[src/rtl/store_buffer_pkg.sv]
// Shared definitions for the MEM-stage store buffer: FSM state type and default geometry.
package store_buffer_pkg;

  localparam int unsigned SB_DEPTH = 4;
  localparam int unsigned SB_PTR_W = 2;

  typedef enum logic {
    ST_RUN   = 1'b0,
    ST_FLUSH = 1'b1
  } sb_state_e;

endpackage

[src/rtl/store_buffer_match.sv]
// Associative lookup over the store buffer entries; reports the youngest valid
// entry whose address equals the request address.
module store_buf_match #(
  parameter int unsigned DEPTH  = 4,
  parameter int unsigned PTR_W  = 2,
  parameter int unsigned ADDR_W = 32
) (
  input  logic [DEPTH-1:0][ADDR_W-1:0] entry_addr,
  input  logic [DEPTH-1:0]             entry_valid,
  input  logic [PTR_W-1:0]             head,
  input  logic [ADDR_W-1:0]            req_addr,
  output logic                         hit,
  output logic [PTR_W-1:0]             idx
);

  logic [PTR_W-1:0] pos;

  // Walk oldest to youngest from head; later matches overwrite earlier ones.
  always_comb begin
    hit = 1'b0;
    idx = head;
    pos = head;
    for (int unsigned k = 0; k < DEPTH; k++) begin
      pos = head + PTR_W'(k);
      if (entry_valid[pos] && (entry_addr[pos] == req_addr)) begin
        hit = 1'b1;
        idx = pos;
      end
    end
  end

endmodule

[src/rtl/store_buffer.sv]
// Write-back store buffer in front of the single-port data memory: posts stores,
// forwards to loads, and drains one entry per cycle when the port is free.
module store_buffer
  import store_buffer_pkg::*;
#(
  parameter int unsigned DEPTH  = SB_DEPTH,
  parameter int unsigned PTR_W  = SB_PTR_W,
  parameter int unsigned ADDR_W = 32,
  parameter int unsigned DATA_W = 32
) (
  input  logic              CLK,
  input  logic              RST,
  input  logic              St_Valid,
  input  logic              Ld_Valid,
  input  logic [ADDR_W-1:0] Req_Addr,
  input  logic [DATA_W-1:0] Req_Data,
  output logic [DATA_W-1:0] Ld_Data,
  output logic              Stall,
  input  logic              Flush,
  output logic              Flush_Done,
  output logic              Mem_Write,
  output logic              Mem_Read,
  output logic [ADDR_W-1:0] Mem_Addr,
  output logic [DATA_W-1:0] Mem_WData,
  input  logic [DATA_W-1:0] Mem_RData,
  output logic              Empty,
  output logic              Full,
  output logic [PTR_W:0]    Count
);

  logic [DEPTH-1:0][ADDR_W-1:0] addr_q;
  logic [DEPTH-1:0][DATA_W-1:0] data_q;
  logic [DEPTH-1:0]             valid_q;
  logic [PTR_W-1:0]             head_q, tail_q;
  logic [PTR_W:0]               count_q;
  sb_state_e                    state_q, state_d;

  logic             hit, drain, accept;
  logic [PTR_W-1:0] match_idx;

  store_buf_match #(
    .DEPTH  (DEPTH),
    .PTR_W  (PTR_W),
    .ADDR_W (ADDR_W)
  ) u_match (
    .entry_addr  (addr_q),
    .entry_valid (valid_q),
    .head        (head_q),
    .req_addr    (Req_Addr),
    .hit         (hit),
    .idx         (match_idx)
  );

  assign Empty = (count_q == '0);
  assign Full  = (count_q == (PTR_W+1)'(DEPTH));
  assign Count = count_q;

  // A store only steals the drain slot when the buffer is full, so back-to-back
  // stores accumulate and a full buffer still never stalls a store.
  always_comb begin
    state_d    = state_q;
    drain      = 1'b0;
    accept     = 1'b0;
    Mem_Read   = 1'b0;
    Stall      = 1'b0;
    Flush_Done = 1'b0;
    Ld_Data    = '0;
    if (!RST) begin
      case (state_q)
        ST_RUN: begin
          if (Flush) state_d = ST_FLUSH;
          if (Ld_Valid) begin
            if (hit) begin
              Ld_Data = data_q[match_idx];
              drain   = !Empty;
            end else if (!Full) begin
              Mem_Read = 1'b1;
              Ld_Data  = Mem_RData;
            end else begin
              drain = 1'b1;
              Stall = 1'b1;
            end
          end else if (St_Valid) begin
            drain  = Full;
            accept = 1'b1;
          end else begin
            drain = !Empty;
          end
        end
        ST_FLUSH: begin
          drain = !Empty;
          Stall = St_Valid | Ld_Valid;
          if (Empty) begin
            Flush_Done = 1'b1;
            state_d    = ST_RUN;
          end
        end
        default: state_d = ST_RUN;
      endcase
    end
  end

  assign Mem_Write = drain;
  assign Mem_Addr  = Mem_Read ? Req_Addr : addr_q[head_q];
  assign Mem_WData = data_q[head_q];

  always_ff @(posedge CLK) begin
    if (RST) begin
      head_q  <= '0;
      tail_q  <= '0;
      count_q <= '0;
      valid_q <= '0;
      state_q <= ST_RUN;
    end else begin
      state_q <= state_d;
      if (drain) begin
        valid_q[head_q] <= 1'b0;
        head_q          <= head_q + PTR_W'(1);
      end
      // When full, head==tail: the accept write must land after the drain clear.
      if (accept) begin
        addr_q[tail_q]  <= Req_Addr;
        data_q[tail_q]  <= Req_Data;
        valid_q[tail_q] <= 1'b1;
        tail_q          <= tail_q + PTR_W'(1);
      end
      case ({accept, drain})
        2'b10:   count_q <= count_q + (PTR_W+1)'(1);
        2'b01:   count_q <= count_q - (PTR_W+1)'(1);
        default: count_q <= count_q;
      endcase
    end
  end

endmodule

[config.mk]
export PLATFORM = sky130hd
export DESIGN_NAME = store_buffer
export DESIGN_NICKNAME = d
export VERILOG_FILES = /design/src/rtl/store_buffer_pkg.sv /design/src/rtl/store_buffer_match.sv /design/src/rtl/store_buffer.sv
export SDC_FILE = /design/constraint.sdc
export NUM_CORES = 1
export LEC_CHECK = 0
export ABC_AREA = 0
export BUFFER_PORTS_ARGS = -buffer_cell sky130_fd_sc_hd__buf_4
export CORE_UTILIZATION = 59
export DETAILED_ROUTE_END_ITERATION = 7
export HOLD_SLACK_MARGIN = 0.02
export PLACE_DENSITY = 0.81
export SYNTH_ARGS = -nofsm -noshare
export SYNTH_HDL_FRONTEND = slang
export SYNTH_SLANG_ARGS = --single-unit
[constraint.sdc]
create_clock -name CLK -period 6.2 [get_ports CLK]
set_input_delay 0.31 -clock CLK [delete_from_list [all_inputs] [get_ports CLK]]
set_output_delay 0.31 -clock CLK [all_outputs]
set_load 0.05 [all_outputs]
==> impl_metrics.ini <==
[pwr]
p_sw_share_pct = 39.6
p_total_mw = 6.88
power_frac_seq_pct = 29.6
peakVddDrop_uv = 267
clkPwrFrac_pct = 23.6
p_sw_mw = 2.73
combPwrFrac_pct = 46.8
p_int_mw = 4.15
p_per_area_nw_per_um2 = 351
power.leakage_nw = 6.86

[yosys]
ys.flop_type = edfxtp_1
synth_edf_count = 256
synthCells = 1306
synth_top_area_share_pct = 46.1
synth_area_um2 = 16700
synthesis.nets = 1417
synth_top_cell_by_area = edfxtp_1
synthTopCellsByArea = edfxtp_1 (46%), mux4_2 (11%), mux2i_1 (8.2%)
synth_cell_types = 84
synth.avg_cell_area_um2 = 12.8
synth_seq_area_share_pct = 47.5
yosysWarningCount = 0
async_flop_share_pct = 0
synth_seq_cells = 268

[setup_path]
worstPathArrival_ps = 5590
worst-path-max-fanout = 111
cp-end-kind = output pin
start_kind = flip-flop
worstPathRequired_ps = 5890
crit_type = flip-flop to output pin

[sta]
setup_violations = 0
slew_headroom_pct = 37.5
final-hold-violation-count = 0
slew_violations = 0
min_period_ps = 5900
grt_setup_unrepaired = false
holdWs_ps = 23.8
setup_tns_ps = 0
fmaxAchievable_ghz = 0.170
skew_ps = 24.1
period_share_pct = 95.1
tightest_slew_ps = 912

[place]
post_dp_cell_area_um2 = 18400
place.gp.congestion = 1.01
dp_hpwl_mm = 34.1
port_buffers = 205

[floorplan]
rows = 61
dieArea_um2 = 28900
coreArea_um2 = 27800
start_util_pct = 60.0
num_io_pins = 206
die_w_um = 170
chipHeight_um = 170

[route]
drtIter0Drc = 1628
antenna_left = 0
routedWlPerCell_um = 27.2
vias_per_cell = 6.70
dr_total_vias = 12700
drt_wl_total_mm = 51.5
first_pass_iters = 5
drc = 0

[global_routing]
antenna_found_initial = 0
grt.total_usage_pct = 35.6
grt_start_max_net_pins = 112
grt_pass1_wl_mm = 76.6
grt_pass1_vias = 12400
overflow = 0

[cts]
cts_setup_buffers = 0
clk_path_buf_depth = 3
clkSlewWorstSetupHoldPaths_ps = 60
cts_buffers = 29
clock_sinks = 268
cts_tree = yes
cts.repair.resized = 0
insertion_delay_ps = 580
h-tree-depth = 1
clockRootBuffer = clkbuf_16

[finish]
fin_nets = 1607
design_area_um2 = 19600
diodes = 0
synthToLayoutAreaGrowth_pct = 17.7
finalCoreUtilization_pct = 70.6
layout-drive-gt1-share_pct = 28.7

[min_path]
hold_class = input port to flip-flop

[job]
cap_violations = 0

[outcome]
outcome = finished clean
per-layer routing:
metal  track usage (%)  part of all wire, %
met5                 0                    0
met4              12.2                  3.5
met3              6.65                  9.7
met2              58.9                   49
met1              47.1                   38
state kept, by name, indices dropped and copies added, names as in the netlist:
| name | count |
|---|---|
| addr_q | 128 |
| head_q | 2 |
| tail_q | 2 |
| Count | 3 |
| state_q | 1 |
| valid_q | 4 |
| data_q | 128 |
path summary, 6_finish.rpt:
check / from / to / slack (ps) / depth (start not counted)
setup reg to reg: head_q[0]$_SDFFE_PP0N_ / Count[2]$_SDFFE_PP0P_ / 680 / 16
hold / removal: Req_Addr[14] / addr_q[14]$_DFFE_PP_ / 20 / 1
setup / recovery: head_q[0]$_SDFFE_PP0N_ / Ld_Data[17] / 300 / 13
hold reg to reg: Count[2]$_SDFFE_PP0P_ / Count[2]$_SDFFE_PP0P_ / 540 / 2
power groups by stage:
stage	Combinational [mW]	Clock [mW]	Sequential [mW]
after floorplan	2.38	0	2.08
after global placement	3.12	0	2.07
after detailed placement	3.13	0	2.07
after CTS	3.17	1.61	2.04
after global routing	3.37	1.69	2.04
final	3.22	1.62	2.04
cells in the final DEF, fill, tap and decap left out, types with 5 or more instances in the layout:
cell,instances
nand3_1,20
dfxtp_1,10
o211ai_1,6
clkbuf_1,6
o21ai_1,34
buf_4,228
nor2b_1,9
edfxtp_1,256
nand2_1,66
mux4_2,79
nor2_1,39
nand4_1,18
a22o_1,5
xnor2_1,89
a21oi_1,18
and2_1,10
a211oi_1,6
or3_1,5
a21boi_0,45
o22ai_1,24
o21ai_0,36
dlygate4sd3_1,38
a221oi_1,5
xor2_1,14
o2bb2ai_1,5
nand2b_1,12
clkinv_1,8
clkbuf_16,29
inv_1,13
nor4_1,16
inv_2,5
o211ai_2,20
ha_1,8
mux2i_1,137
mux2_2,39
and3_1,47
nor3_1,22
synthesized netlist by cell type, drive strengths merged (26+ instances only):
library cell,number
a21boi,45
and3,47
buf,64
clkbuf,48
edfxtp,256
mux2,41
mux2i,137
mux4,79
nand2,67
nor2,40
o211ai,26
o21ai,70
xnor2,91
final cells by class:
class,instances,area [µm²]
clock inverter,17,129
sequential,268,7940
inverter,18,67.6
tap,378,473
multi-input combinational,909,8100
clock buffer,35,748
timing repair buffer,270,2170
fill,1906,8160
critical path, stage by stage, from the launching register on:
cell and delay, ps:
dfxtp_4 370, buf_12 510, mux2i_1 850, o22ai_1 170
nor4b_1 330, o22ai_1 240, nor4_4 450, nand2_1 230
o211ai_4 630, buf_12 280, a21boi_0 120, o21ai_1 240
o211ai_2 160, buf_4 220
cell families after synthesis:
logic type | share of synthesized area (%)
fa+ha+maj | 0.795
xor+xnor | 5.60
flops | 47.5
mux | 21.7
buf+inv | 4.10
simple gates | 9.71
compound gates | 10.6
what timing repair did:
item / in CTS / in global routing
hold endpoints to repair: 152 / 0
hold buffers: 38 / 0
setup endpoints to repair: 0 / 24
through the flow:
step / setup WS [ps] / cells
floorplan: 58.2 / 1306
global placement: 847 / 1804
detailed placement: 741 / 1804
CTS: 265 / 1894
global route: 16.2 / 1895
finish: 303 / 1895
No activity file was read; power rests on OpenSTA's default activity.
